<file path="config.mk">
export PLATFORM = sky130hd
export DESIGN_NAME = mcs_cmd_handshake
export DESIGN_NICKNAME = d
export VERILOG_FILES = /design/src/rtl/mcs_cmd_handshake.sv
export SDC_FILE = /design/constraint.sdc
export NUM_CORES = 1
export LEC_CHECK = 0
export CELL_PAD_IN_SITES_DETAIL_PLACEMENT = 1
export CELL_PAD_IN_SITES_GLOBAL_PLACEMENT = 2
export CORE_MARGIN = 2
export CORE_UTILIZATION = 35
export DETAILED_ROUTE_END_ITERATION = 8
export GPL_ROUTABILITY_DRIVEN = 1
export GPL_TIMING_DRIVEN = 0
export PLACE_DENSITY_LB_ADDON = 0.1
export SYNTH_ARGS = -nofsm -noshare
export SYNTH_HDL_FRONTEND = slang
export SYNTH_SLANG_ARGS = --single-unit
</file>
<file path="constraint.sdc">
create_clock -name clk -period 2.5 [get_ports clk]
set_input_delay 0.75 -clock clk [delete_from_list [all_inputs] [get_ports clk]]
set_output_delay 0.75 -clock clk [all_outputs]
set_load 0.02 [all_outputs]
</file>
<file path="src/rtl/mcs_cmd_handshake.sv">
// Debounced push-button to MicroBlaze MCS command handshake: each press captures the
// switch bank and holds it on the GPIO inputs until firmware acknowledges it.
module mcs_cmd_handshake #(
   parameter int unsigned DEBOUNCE_CYCLES = 1000000,
   parameter int unsigned SW_WIDTH        = 8,
   parameter int unsigned ACK_TIMEOUT     = 100000000
) (
   input  logic                clk,
   input  logic                reset_n,
   input  logic                btn_raw,
   input  logic [SW_WIDTH-1:0] sw_raw,
   input  logic                mcs_ack,
   input  logic                clr_flags,
   output logic                cmd_valid,
   output logic [SW_WIDTH-1:0] cmd_data,
   output logic                busy,
   output logic                overrun,
   output logic                timeout
);

   localparam int unsigned DB_W = (DEBOUNCE_CYCLES < 2) ? 1 : $clog2(DEBOUNCE_CYCLES + 1);
   localparam int unsigned TO_W = (ACK_TIMEOUT == 0) ? 1 : $clog2(ACK_TIMEOUT + 1);
   localparam logic [DB_W-1:0] DB_LAST = DB_W'(DEBOUNCE_CYCLES - 1);
   localparam logic [TO_W-1:0] TO_LAST = TO_W'(ACK_TIMEOUT - 1);
   localparam bit              TO_EN   = (ACK_TIMEOUT != 0);

   typedef enum logic [1:0] {
      ST_IDLE         = 2'd0,
      ST_PENDING      = 2'd1,
      ST_WAIT_ACK_LOW = 2'd2
   } state_e;

   logic                btn_meta_q, btn_s_q;
   logic [SW_WIDTH-1:0] sw_meta_q, sw_s_q;
   logic                ack_meta_q, ack_s_q;

   logic [DB_W-1:0]     db_cnt_d, db_cnt_q;
   logic                db_btn_d, db_btn_q;
   logic                db_prev_q;
   logic                press;

   state_e              state_d, state_q;
   logic                busy_d, busy_q;
   logic                cmd_valid_d, cmd_valid_q;
   logic [SW_WIDTH-1:0] cmd_data_d, cmd_data_q;
   logic [TO_W-1:0]     to_cnt_d, to_cnt_q;
   logic                overrun_d, overrun_q;
   logic                timeout_d, timeout_q;

   // Two-flop synchronizers for every asynchronous input.
   always_ff @(posedge clk or negedge reset_n) begin
      if (!reset_n) begin
         btn_meta_q <= 1'b0;
         btn_s_q    <= 1'b0;
         sw_meta_q  <= '0;
         sw_s_q     <= '0;
         ack_meta_q <= 1'b0;
         ack_s_q    <= 1'b0;
      end else begin
         // NOTE: non-blocking so each stage takes the value its predecessor held before this edge.
         btn_meta_q <= btn_raw;
         btn_s_q    <= btn_meta_q;
         sw_meta_q  <= sw_raw;
         sw_s_q     <= sw_meta_q;
         ack_meta_q <= mcs_ack;
         ack_s_q    <= ack_meta_q;
      end
   end

   always_comb begin
      // NOTE: every signal assigned here gets a default first, so no path can infer a latch.
      db_cnt_d = '0;
      db_btn_d = db_btn_q;
      if (btn_s_q != db_btn_q) begin
         if (db_cnt_q == DB_LAST) begin
            db_btn_d = btn_s_q;
         end else begin
            db_cnt_d = db_cnt_q + DB_W'(1);
         end
      end
   end

   // Only a debounced rising level is a press; releases are silent.
   assign press = db_btn_q & ~db_prev_q;

   always_comb begin
      state_d     = state_q;
      cmd_valid_d = cmd_valid_q;
      cmd_data_d  = cmd_data_q;
      to_cnt_d    = to_cnt_q;
      overrun_d   = overrun_q;
      timeout_d   = timeout_q;

      if (clr_flags) begin
         overrun_d = 1'b0;
         timeout_d = 1'b0;
      end
      if (press && (state_q != ST_IDLE)) begin
         overrun_d = 1'b1;
      end

      unique case (state_q)
         ST_IDLE: begin
            if (press) begin
               cmd_data_d  = sw_s_q;
               cmd_valid_d = 1'b1;
               to_cnt_d    = '0;
               state_d     = ST_PENDING;
            end
         end
         ST_PENDING: begin
            if (ack_s_q) begin
               cmd_valid_d = 1'b0;
               state_d     = ST_WAIT_ACK_LOW;
            end else if (TO_EN && (to_cnt_q == TO_LAST)) begin
               cmd_valid_d = 1'b0;
               timeout_d   = 1'b1;
               state_d     = ST_WAIT_ACK_LOW;
            end else if (to_cnt_q != '1) begin
               to_cnt_d = to_cnt_q + TO_W'(1);
            end
         end
         ST_WAIT_ACK_LOW: begin
            if (!ack_s_q) begin
               state_d = ST_IDLE;
            end
         end
         default: begin
            cmd_valid_d = 1'b0;
            state_d     = ST_IDLE;
         end
      endcase

      busy_d = (state_d != ST_IDLE);
   end

   always_ff @(posedge clk or negedge reset_n) begin
      if (!reset_n) begin
         db_cnt_q    <= '0;
         db_btn_q    <= 1'b0;
         db_prev_q   <= 1'b0;
         state_q     <= ST_IDLE;
         busy_q      <= 1'b0;
         cmd_valid_q <= 1'b0;
         cmd_data_q  <= '0;
         to_cnt_q    <= '0;
         overrun_q   <= 1'b0;
         timeout_q   <= 1'b0;
      end else begin
         db_cnt_q    <= db_cnt_d;
         db_btn_q    <= db_btn_d;
         db_prev_q   <= db_btn_q;
         state_q     <= state_d;
         busy_q      <= busy_d;
         cmd_valid_q <= cmd_valid_d;
         cmd_data_q  <= cmd_data_d;
         to_cnt_q    <= to_cnt_d;
         overrun_q   <= overrun_d;
         timeout_q   <= timeout_d;
      end
   end

   assign cmd_valid = cmd_valid_q;
   assign cmd_data  = cmd_data_q;
   assign busy      = busy_q;
   assign overrun   = overrun_q;
   assign timeout   = timeout_q;

endmodule

</file>
==> flow_summary.toml <==
[critical_path]
crit_path_max_fanout = 10
startpoint_type = "flip-flop"
end_kind = "flip-flop"
crit_buf_inv = 1
required_ps = 2720
slowest_delay_ps = 570
crit_path_top_delay_cell = "nor4_4"
path_cells = "ha_1, nand2_1, nor4_4, a21oi_2, buf_2, a31oi_1, a31oi_1"
cp.arrival_ps = 2540
cp_top_family = "simple AND/OR/NAND/NOR gates"
cp_common_cell = "a31oi_1"
critical_path_class = "reg2reg"

[pwr]
p_total_mw = 2.42
vdd_drop_max_v = 0.000249
leakagePower_nw = 1.95
powerDensity_nw_per_um2 = 539

[finish]
layout.nets = 427
num_antenna_cells = 0
area_delta_synth_final_pct = 16.4
drive_gt1_share_pct = 9.35
final_area_um2 = 4490

[global_routing]
overflow = 0
gr-usage-all-layers_pct = 18.5
antenna_found_initial = 0
grt_pass1_vias = 3108
grt_pass1_wl_mm = 16.5
grt_max_degree = 62

[drt]
drt_first_iter_violations = 156
vias = 3028
postRouteAntennaNets = 0
via_per_inst = 5.44
first_pass_iters = 4
wl_mm = 9.84
drcViolationCount = 0
wl_per_cell_um = 17.7

[sta]
slew_headroom_pct = 42.7
drv_slew = 0
fin_worst_skew_ps = 12.9
fin_ws_ps = 187
period_share_pct = 92.5
max_freq_mhz = 432
fin_crit_ps = 2310
tightest_slew_ps = 855
setup_violations = 0
setup_tns_ps = 0
hold_viol_final = 0
rsz0062_at_grt = "no"

[synth]
synth_area_um2 = 3860
synth_cell_types = 56
seq_area_frac_synth_pct = 53.8
ys_ff_latch = 83
ys.flop_type = "dfrtp_1"
syn_inst = 376
ys_warn_count = 0
synth.avg_cell_area_um2 = 10.3
yosys.area.top_type = "dfrtp_1"
synth_edf_count = 0
synth_nets = 391
synthTopCellsByCount = "83 x dfrtp_1, 48 x nand2_1, 38 x nor2_1"
synth_area_leaders = "dfrtp_1 54%, nand2_1 4.7%, nor2_1 3.7%, xnor2_1 2.7%, a31oi_1 2.6%"
synth_top_cell_area_share_pct = 53.8
synth.most_common_cell = "dfrtp_1"
async_flop_share_pct = 100

[place]
io_buffers = 24
gp_congestion = 0.790
place_ws_ps = 201
placed_area_um2 = 4300
hpwl_mm = 6.78

[floorplanning]
dieHeight_um = 109
fp-row-count = 38
start_util_pct = 35.7
ios = 25
dieArea_um2 = 11900
dieWidth_um = 109
core-area_um2 = 10800

[cts]
cts_sinks = 83
clk_latency_ps = 370
cts_hold_buf = 0
clockBufferDepth = 2
clockRootBuffer = "clkbuf_8"
cts_tree = "done"
ctsHtreeMaxLevel = 3
clk_pin_slew_ps = 100
postCtsSetupBuffers = 0
numCtsBuffers = 9
ctsResizeCount = 0

[flow_run]
maxCapViolCount = 0

[hold_path]
hold_class = "in2async"

[run_status]
status = "completed"
==> flip-flops by register name (all words and copies together) (netlist names) <==
register    count
cmd_valid       1
sw_meta_q       8
ack_s_q         1
btn_s_q         1
sw_s_q          8
db_cnt_q       20
state_q         2
db_btn_q        1
db_prev_q       1
timeout         1
overrun         1
cmd_data        8
btn_meta_q      1
busy            1
ack_meta_q      1
to_cnt_q       27
==> layer usage <==
layer | share of wire (%) | GRT usage, % | vias to the layer above
met5 | 0 | 0 | -
met4 | 0.66 | 4.12 | 0
met3 | 3.3 | 4.12 | 5
met2 | 47 | 29.2 | 43
met1 | 49 | 26.1 | 1543
li1 | - | - | 1437
==> layout make-up <==
class | count | area, um^2
plain buffers | 12 | 61.3
clock inverters | 7 | 62.6
flip-flops and latches | 83 | 2080
inverters | 10 | 37.5
fillers | 1213 | 6300
repair buffers | 25 | 265
well taps | 140 | 175
multi-input cells | 271 | 1690
clock buffers | 9 | 124
==> final timing paths <==
check / start / to / slack (ps) / depth (start not counted)
worst max-delay path: to_cnt_q[0] / to_cnt_q[4] / 190 / 7
worst min-delay path: reset_n / to_cnt_q[22] / 270 / 1
worst max register to register: to_cnt_q[0] / to_cnt_q[4] / 190 / 7
worst min register to register: btn_meta_q / btn_s_q / 350 / 0
max in group asynchronous: reset_n / to_cnt_q[6] / 1610 / 2
min in group clk: btn_meta_q / btn_s_q / 350 / 0
==> logic make-up (layout without fill, tap and decap cells) <==
logic type	count (synthesis)	in the layout	synth area share (%)
adders and majority gates	2	2	0.649
AOI/OAI and AO/OA	71	71	12.6
xor gates and xnor gates	19	19	4.31
muxes	4	4	1.07
DFF	83	83	53.8
buffers and inverters	22	63	2.56
and+or+nand+nor	175	175	24.9
==> through the flow <==
stage | utilization [%] | hold WS [ps] | cells
3_5_place_dp | 39.9 | 336 | 541
6_report | 41.6 | 272 | 557
4_1_cts | 41.6 | 280 | 557
2_1_floorplan | - | 331 | 376
3_3_place_gp | 39.6 | 333 | 540
5_1_grt | 41.6 | 275 | 557
==> report_power, final <==
part | internal, mW | switching [mW] | total (mW) | leakage [nW]
logic | 0.0302 | 0.0497 | 0.0799 | 0.742
clock network | 0.388 | 0.581 | 0.969 | 0.0988
registers | 1.36 | 0.0116 | 1.37 | 1.11
total | 1.78 | 0.642 | 2.42 | 1.95
==> layout by cell type (no fill, tap or decap), drive strengths merged, types with 4 or more instances in the layout <==
cell           instances
nand4                 16
buf                    9
and3                  14
nor3                   6
nand2                 48
o311ai                 4
a41oi                  4
nand3                 19
nor2                  38
and2                   7
xor2                   7
inv                   16
a21o                   6
a31oi                 16
o21ai                 21
nor4                   6
a21oi                  7
clkdlybuf4s50         23
nor4b                  5
xnor2                 12
dfrtp                 83
clkbuf                14
Note: power is estimated with default switching activity, not from simulation.
